==> src/rtl/voice_allocator.sv <==
// rtl/voice_allocator.sv - polyphonic voice allocator: scans voices per event, then assigns/releases one
// Define VOICE_STEAL_EN to steal the oldest active voice when a note-on finds the pool full.
module voice_allocator #(
  parameter int NUM_VOICES = 4,
  parameter int AGE_W      = 8
) (
  input  logic                            clk,
  input  logic                            reset,
  input  logic                            ev_valid,
  output logic                            ev_ready,
  input  logic                            ev_on,
  input  logic [3:0]                      ev_note,
  input  logic [2:0]                      ev_octave,
  output logic [NUM_VOICES-1:0]           voice_gate,
  output logic [4*NUM_VOICES-1:0]         voice_note,
  output logic [3*NUM_VOICES-1:0]         voice_octave,
  output logic [$clog2(NUM_VOICES+1)-1:0] busy_count,
  output logic                            steal_pulse,
  output logic                            drop_pulse
);
  localparam int IW = $clog2(NUM_VOICES);
  localparam int CW = $clog2(NUM_VOICES + 1);
  localparam logic [AGE_W-1:0] AGE_MAX = '1;
  localparam logic [IW-1:0] LAST_IDX = IW'(NUM_VOICES - 1);

  typedef enum logic [1:0] {IDLE, SCAN, APPLY, RETRIG} state_t;
  state_t state, state_next;

  logic [IW-1:0]    idx;
  logic             on_q;
  logic [3:0]       note_q;
  logic [2:0]       oct_q;
  logic             match_found, free_found, old_found;
  logic [IW-1:0]    match_idx, free_idx, old_idx;
  logic [AGE_W-1:0] old_age;
  logic [AGE_W-1:0] age [NUM_VOICES];

  logic             cur_act;
  logic [3:0]       cur_note;
  logic [2:0]       cur_oct;
  logic [AGE_W-1:0] cur_age;
  logic             full, steal, take;
  logic [IW-1:0]    tgt;
  logic [NUM_VOICES-1:0] gate_next;

  function automatic logic [CW-1:0] popcount(input logic [NUM_VOICES-1:0] g);
    logic [CW-1:0] c;
    c = '0;
    for (int v = 0; v < NUM_VOICES; v++) c = c + CW'(g[v]);
    return c;
  endfunction

  always_comb begin
    cur_act  = voice_gate[idx];
    cur_note = voice_note[4*int'(idx) +: 4];
    cur_oct  = voice_octave[3*int'(idx) +: 3];
    cur_age  = age[idx];
  end

  // Event outcome from the scan results; gate_next feeds both the gate and busy registers
  always_comb begin
    full = on_q && !match_found && !free_found;
`ifdef VOICE_STEAL_EN
    steal = full;
`else
    steal = 1'b0;
`endif
    take = on_q && (match_found || free_found || steal);
    tgt  = match_found ? match_idx : (free_found ? free_idx : old_idx);
    gate_next = voice_gate;
    if (state == APPLY) begin
      if (on_q && !match_found && free_found) gate_next[free_idx] = 1'b1;
      if (!on_q && match_found) gate_next[match_idx] = 1'b0;
      if (steal) gate_next[old_idx] = 1'b0;
    end
`ifdef VOICE_STEAL_EN
    else if (state == RETRIG) begin
      gate_next[old_idx] = 1'b1;
    end
`endif
  end

  always_ff @(posedge clk or negedge reset) begin
    if (!reset) state <= IDLE;
    else        state <= state_next;
  end

  always_comb begin
    state_next = state;
    case (state)
      IDLE:  if (ev_valid) state_next = SCAN;
      SCAN:  if (idx == LAST_IDX) state_next = APPLY;
`ifdef VOICE_STEAL_EN
      APPLY: state_next = steal ? RETRIG : IDLE;
`else
      APPLY: state_next = IDLE;
`endif
      default: state_next = IDLE;
    endcase
  end

  always_comb begin
    ev_ready = (state == IDLE);
  end

  always_ff @(posedge clk or negedge reset) begin
    if (!reset) begin
      idx          <= '0;
      on_q         <= 1'b0;
      note_q       <= '0;
      oct_q        <= '0;
      match_found  <= 1'b0;
      free_found   <= 1'b0;
      old_found    <= 1'b0;
      match_idx    <= '0;
      free_idx     <= '0;
      old_idx      <= '0;
      old_age      <= '0;
      voice_gate   <= '0;
      voice_note   <= '0;
      voice_octave <= '0;
      busy_count   <= '0;
      drop_pulse   <= 1'b0;
      for (int v = 0; v < NUM_VOICES; v++) age[v] <= '0;
    end else begin
      drop_pulse <= 1'b0;
      voice_gate <= gate_next;
      busy_count <= popcount(gate_next);
      case (state)
        IDLE: if (ev_valid) begin
          on_q        <= ev_on;
          note_q      <= ev_note;
          oct_q       <= ev_octave;
          idx         <= '0;
          match_found <= 1'b0;
          free_found  <= 1'b0;
          old_found   <= 1'b0;
        end
        SCAN: begin
          if (!match_found && cur_act && cur_note == note_q && cur_oct == oct_q) begin
            match_found <= 1'b1;
            match_idx   <= idx;
          end
          if (!free_found && !cur_act) begin
            free_found <= 1'b1;
            free_idx   <= idx;
          end
          // Strict compare keeps the lowest index on equal ages
          if (cur_act && (!old_found || cur_age > old_age)) begin
            old_found <= 1'b1;
            old_idx   <= idx;
            old_age   <= cur_age;
          end
          idx <= idx + 1'b1;
        end
        APPLY: begin
          if (take) begin
            for (int v = 0; v < NUM_VOICES; v++) begin
              if (IW'(v) == tgt) age[v] <= '0;
              else if (voice_gate[v] && age[v] != AGE_MAX) age[v] <= age[v] + 1'b1;
            end
          end
          if (on_q && !match_found && (free_found || steal)) begin
            voice_note[4*int'(tgt) +: 4]   <= note_q;
            voice_octave[3*int'(tgt) +: 3] <= oct_q;
          end
          if ((full && !steal) || (!on_q && !match_found)) drop_pulse <= 1'b1;
        end
        default: ;
      endcase
    end
  end

`ifdef VOICE_STEAL_EN
  always_ff @(posedge clk or negedge reset) begin
    if (!reset) steal_pulse <= 1'b0;
    else        steal_pulse <= (state == APPLY) && steal;
  end
`else
  assign steal_pulse = 1'b0;
`endif

endmodule

==> config.mk <==
export PLATFORM = sky130hd
export DESIGN_NAME = voice_allocator
export DESIGN_NICKNAME = d
export VERILOG_FILES = /design/src/rtl/voice_allocator.sv
export SDC_FILE = /design/constraint.sdc
export NUM_CORES = 1
export LEC_CHECK = 0
export CORE_MARGIN = 5
export CORE_UTILIZATION = 55
export DETAILED_ROUTE_END_ITERATION = 6
export GPL_TIMING_DRIVEN = 0
export MAX_ROUTING_LAYER = met4
export PLACE_DENSITY = 0.89
export SLEW_MARGIN = 20
export SYNTH_ARGS = -nofsm -noshare
export SYNTH_HDL_FRONTEND = slang
export SYNTH_SLANG_ARGS = --single-unit
==> constraint.sdc <==
create_clock -name clk -period 5.2 [get_ports clk]
set_input_delay 0.52 -clock clk [delete_from_list [all_inputs] [get_ports clk]]
set_output_delay 0.52 -clock clk [all_outputs]
set_load 0.01 [all_outputs]
---- After elaboration in Yosys (flattened, before gate mapping) ----
Cells that the tools add are included.
operators by class
  div/mod/pow operators ................... 0
  equality and inequality tests ........... 17
  multipliers ............................. 2
  $lt $le $gt $ge ......................... 7
  bitwise operators ....................... 4
  reductions and logical operators ........ 46
  $add $sub $neg .......................... 10
  shift-type cells ........................ 6
  multiplexer cells ....................... 39
operators with widths
  cell                                                                           number
  8-bit 2-to-1 mux                                                               10
  4-bit negation with 33-bit output                                              2
  3-bit by 33-bit variable shift with 12-bit output (first input constant)       1
  4-bit by 33-bit variable shift with 16-bit output (first input constant)       1
  3-bit by 33-bit variable part select with 12-bit output                        1
  4-bit by 33-bit variable part select with 16-bit output                        1
  8-bit by 1-bit adder with 8-bit output (second input constant)                 4
  8-bit != test (second input constant)                                          4
  3-bit AND reduction                                                            7
  1-bit logical AND                                                              17
  8-bit binary-select mux with 2-bit select                                      1
  16-bit bitwise mux                                                             1
  4-bit 2-to-1 mux                                                               4
  16-bit by 5-bit variable part select with 4-bit output                         1
  2-bit AND reduction                                                            7
  12-bit bitwise mux                                                             1
  12-bit by 5-bit variable part select with 3-bit output                         1
  2-bit 2-to-1 mux                                                               5
  2-bit != test (second input constant)                                          5
  2-bit nonzero test                                                             5
  2-bit by 3-bit less-than comparator with 1-bit output (second input constant)  3
  1-bit 2-to-1 mux                                                               9
  8-bit > comparator                                                             1
  2-bit by 2-bit multiplier with 4-bit output (first input constant)             2
  other kinds (23)                                                               37
word-level totals
  bits in registers ....................... 97
  logic and storage cells ................. 152
  memories kept ........................... 0
  memory bits (writable) .................. 0
  input port bits ......................... 11
  bits in latches ......................... 0
  memory bits (read-only) ................. 0

---- Longest topological paths before layout ----
  word-level depth ........................ 13
  mapped depth ............................ 12

---- Worst setup path before layout ----
No wires, ideal clock.
  path type ............................... reg-to-reg
  from .................................... register idx[0]
  to ...................................... register old_age[1]
  arrival ................................. 2,925 ps
  path slack .............................. 2,150 ps
  data required time ...................... 5,075 ps
  library setup time ...................... 125 ps
  stages on the path, launching flop included .. 12
  cells stage by stage .................... dfrtp_1 > buf_6 > buf_12 > clkbuf_1 > mux4_2 > ha_1 > nor2b_1 > o21bai_1 > a21oi_1 > o31ai_1 > buf_2 > mux2_2
between the ends
  longest elaborated chain between the ends .. 8
ends and longest elaborated chain
  element                                                 RTL line  text
  start: declaration                                      29        logic [IW-1:0] idx;
  start signal: assignment                                154       idx <= idx + 1'b1;
  2-bit NOT with 3-bit output (not written as such) *     57        cur_age = age[idx];
  8-bit binary-select mux with 2-bit select *             57
  8-bit 2-to-1 mux (not written as such) * (2 in series)  57
  via cur_age[1]                                          41        logic [AGE_W-1:0] cur_age;
  8-bit > comparator                                      149       if (cur_act && (!old_found || cur_age > old_age)) begin
  1-bit logical OR                                        149
  1-bit logical AND                                       149
  2-bit AND reduction (no source line)                    --
  end signal: assignment                                  152       old_age <= cur_age;
  end: declaration                                        35        logic [AGE_W-1:0] old_age;
The timed path passes the listed nets; every way through them passes the cells marked *. The select of a mux whose other input is x is not followed.
A chain may end at the register's enable or synchronous reset.

---- Worst setup path after layout ----
  from .................................... register idx[0]
  to ...................................... register old_idx[0]
between the ends
  longest elaborated chain between the ends .. 8
ends and longest elaborated chain
  element                                               RTL line  text
  2-bit NOT with 3-bit output (not written as such)     57
  8-bit binary-select mux with 2-bit select             57
  8-bit 2-to-1 mux (not written as such) (2 in series)  57
  via cur_age[1]                                        41
  8-bit > comparator                                    149
  1-bit logical OR                                      149
  1-bit logical AND                                     149
  2-bit AND reduction (no source line)                  --
  end signal: assignment                                151       old_idx <= idx;
  end: declaration                                      34        logic [IW-1:0] match_idx, free_idx, old_idx;
The timed path passes the listed nets, and every way through them passes these cells. The select of a mux whose other input is x is not followed.

==> results.toml <==
[synthesis]
post_synth.cell_area_avg_um2 = 11.3
syn-num-nets = 483
synth_async_sr_flop_share_pct = 100
post_synth_main_area_contributors = "dfrtp_1, a22o_1, ha_1, mux4_1, nand2_1"
synth_top_cells_by_count = "dfrtp_1, nand2_1, a22o_1, ha_1"
ys.warnings.count = 0
netlist_instances = 452
yosysTopAreaCell = "dfrtp_1"
synth_edf_count = 0
synth_seq_area_share_pct = 47.6
synth_top_flop_cell = "dfrtp_1"
postSynthRegisterBits = 97
synth_area_mm2 = 0.00510
synth_cell_type_count = 56
synth_top_area_share_pct = 47.6
yosysMostFrequentCell = "dfrtp_1"

[cells_and_area]
nets = 543
finished_cell_area_mm2 = 0.00597
fraction_of_final_layout_cells_with_drive_strength_greater_than_1_pct = 10.3
synthToLayoutAreaGrowth_pct = 17.1
antenna_cells = 0

[timing]
finalClockSkew_ns = 0.0167
setup_viol = 0
final.setup.tns_ns = 0
minimum_setup_slack_in_the_final_design_ns = 1.60
min_period_over_period_pct = 69.2
drv_slew = 0
unrepaired_setup_endpoints_after_global_routing = "no"
tightest_slew_ns = 1.18
top_achievable_clock_speed_mhz = 278
max-slew-margin-rel_pct = 21.0
finalCriticalPeriod_ns = 3.60
finalHoldViolCount = 0

[detailed_routing]
wirelength_um = 12600
route.detailed.vias_per_inst = 6.32
detail_route.iter0.violations = 285
drc = 0
detail-route-antenna-nets = 0
avgRoutedWirePerCell_um = 20.1
dr_total_vias = 3968
firstDrtPassIters = 5

[place]
place_hpwl_um = 9340
dpl-instance-area_mm2 = 0.00574
post-place-ws_ns = 1.64
portBuffers = 47
gpl.final_weighted_congestion = 0.938

[die]
placementRows = 35
die_area_mm2 = 0.0113
num_io_pins = 49
core_region_area_mm2 = 0.00915
floorplan.initialDensity_pct = 55.7
chipHeight_um = 106
die_x_um = 106

[worst_setup_path]
worstPathRequired_ns = 5.46
setup.worst_path.start_class = "flip-flop"
critPathArrivalTime_ns = 3.85
worstSetupPathType = "flip-flop to flip-flop"
path_cells = "buf_6 -> buf_12 -> clkbuf_1 -> mux4_2 -> ha_1 -> nor2b_1 -> o21bai_1 -> a21oi_1 -> o31ai_1 -> buf_2 -> mux2_2"
slowest_delay_ns = 0.64
path_delay_family = "buffers and inverters"
worstSetupEndpointType = "flip-flop"
critical_path_buf_inv_count = 4
worstPathMaxFanout = 10
critical-path-slowest-cell = "mux4_2"

[clock_network]
clk-insertion-delay-late_ns = 0.38
tritoncts_clock_tree = "yes"
ctsLongestPathBuffers = 2
cts_inserted_buffers = 9
clkTransAtPathRegs_ns = 0.11
cts.sinks = 97
htree_num_levels = 3
clk_root_buffer_cell = "clkbuf_8"
cts_repair_resize_count = 0

[hold_path]
worstHoldPathType = "flip-flop to flip-flop"

[global_route]
first_pass_grt_wire_length_um = 21200
grt_start_max_net_pins = 74
antenna_found_initial = 0
globalRouteOverflowTotal = 0
first_global_vias = 4112
track_usage_pct = 24.4

[status]
outcome = "finished, final reports clean"

[pwr]
max-vdd-ir-drop_mv = 0.294
fin_total_pwr_mw = 2.46
power.density_mw_per_mm2 = 412
p_leak_nw = 2.74

[run]
count_of_max_cap_constraint_violations = 0
## cell type report
cell class | count | area [µm²]
multi-input combinational | 317 | 2490
inverter | 17 | 63.8
sequential | 97 | 2430
tap | 111 | 139
buffer | 21 | 115
fill | 665 | 3180
clock inverter | 7 | 97.6
clock buffer | 9 | 124
timing repair buffer | 49 | 509
## layer usage
layer,part of all wire [%],wire [µm],up-vias,global-route usage [%]
met5,0,0,-,-
met4,1.9,240,0,7.40
met3,6.7,848,30,5.10
met2,50,6300,163,38.9
met1,42,5250,1982,31.7
li1,-,-,1793,-
## placed cells by master, fill, tap and decap left out, types with 5 or more instances in the layout
master and n:
dfrtp_1 97, nand2_1 53, clkdlybuf4s50_1 46, a22o_1 30, ha_1 19, inv_1 17
a21oi_1 17, xor2_1 17, o21ai_0 15, nor2_1 13, nand3_1 13, mux2_2 12
o21a_1 9, clkbuf_1 9, clkbuf_8 9, mux4_1 8, buf_2 7, and3_1 7
mux4_2 7, xnor2_1 7, mux2i_1 6, nand4_1 6, o211ai_1 6, nor4_1 6
nand2b_1 5
## what timing repair did
| action | 4_1_cts | 5_1_grt |
|---|---|---|
| hold buffers | 1 | 0 |
| hold endpoints to repair | 11 | 0 |
| setup buffers | 0 | 0 |
## cell families after synthesis
logic type | Yosys count | share of synthesized area (%)
compound gates | 108 | 15.1
xor+xnor | 24 | 4.12
fa+ha+maj | 20 | 5.06
buf+inv | 38 | 3.51
flops | 97 | 47.6
mux | 35 | 11.5
other cells | 1 | 0.0735
simple gates | 129 | 13.0
## sequential cells by signal, indices dropped and copies added, names as in the netlist, 2 cells and up
signal,flops
voice_octave,12
voice_note,16
match_idx,2
voice_gate,4
oct_q,3
age,32
old_idx,2
old_age,8
busy_count,3
idx,2
state,2
free_idx,2
note_q,4
## through the flow
stage               hold slack, ns  instances  util, %
floorplan                    0.224        452        -
global placement             0.488        610     62.4
detailed placement           0.393        611     62.7
CTS                          0.517        628     65.2
global route                 0.533        628     65.2
finish                       0.516        628     65.2
## power by group
group          internal (mW)  switching [mW]  leakage, nW
clock network          0.236           0.298        0.110
registers              0.872           0.148         1.31
logic                  0.391           0.512         1.33
## worst paths after layout
check | start | end | slack [ns] | depth (start not counted)
max reg2reg | idx[0] | old_idx[0] | 1.60 | 11
max in group asynchronous | reset | note_q[2] | 4.02 | 3
min reg2reg | old_age[1] | old_age[1] | 0.52 | 1
max | idx[0] | old_idx[0] | 1.60 | 11
min | old_age[1] | old_age[1] | 0.52 | 1
min in group asynchronous | reset | age[17] | 0.55 | 2
No activity file was read; power rests on OpenSTA's default activity.
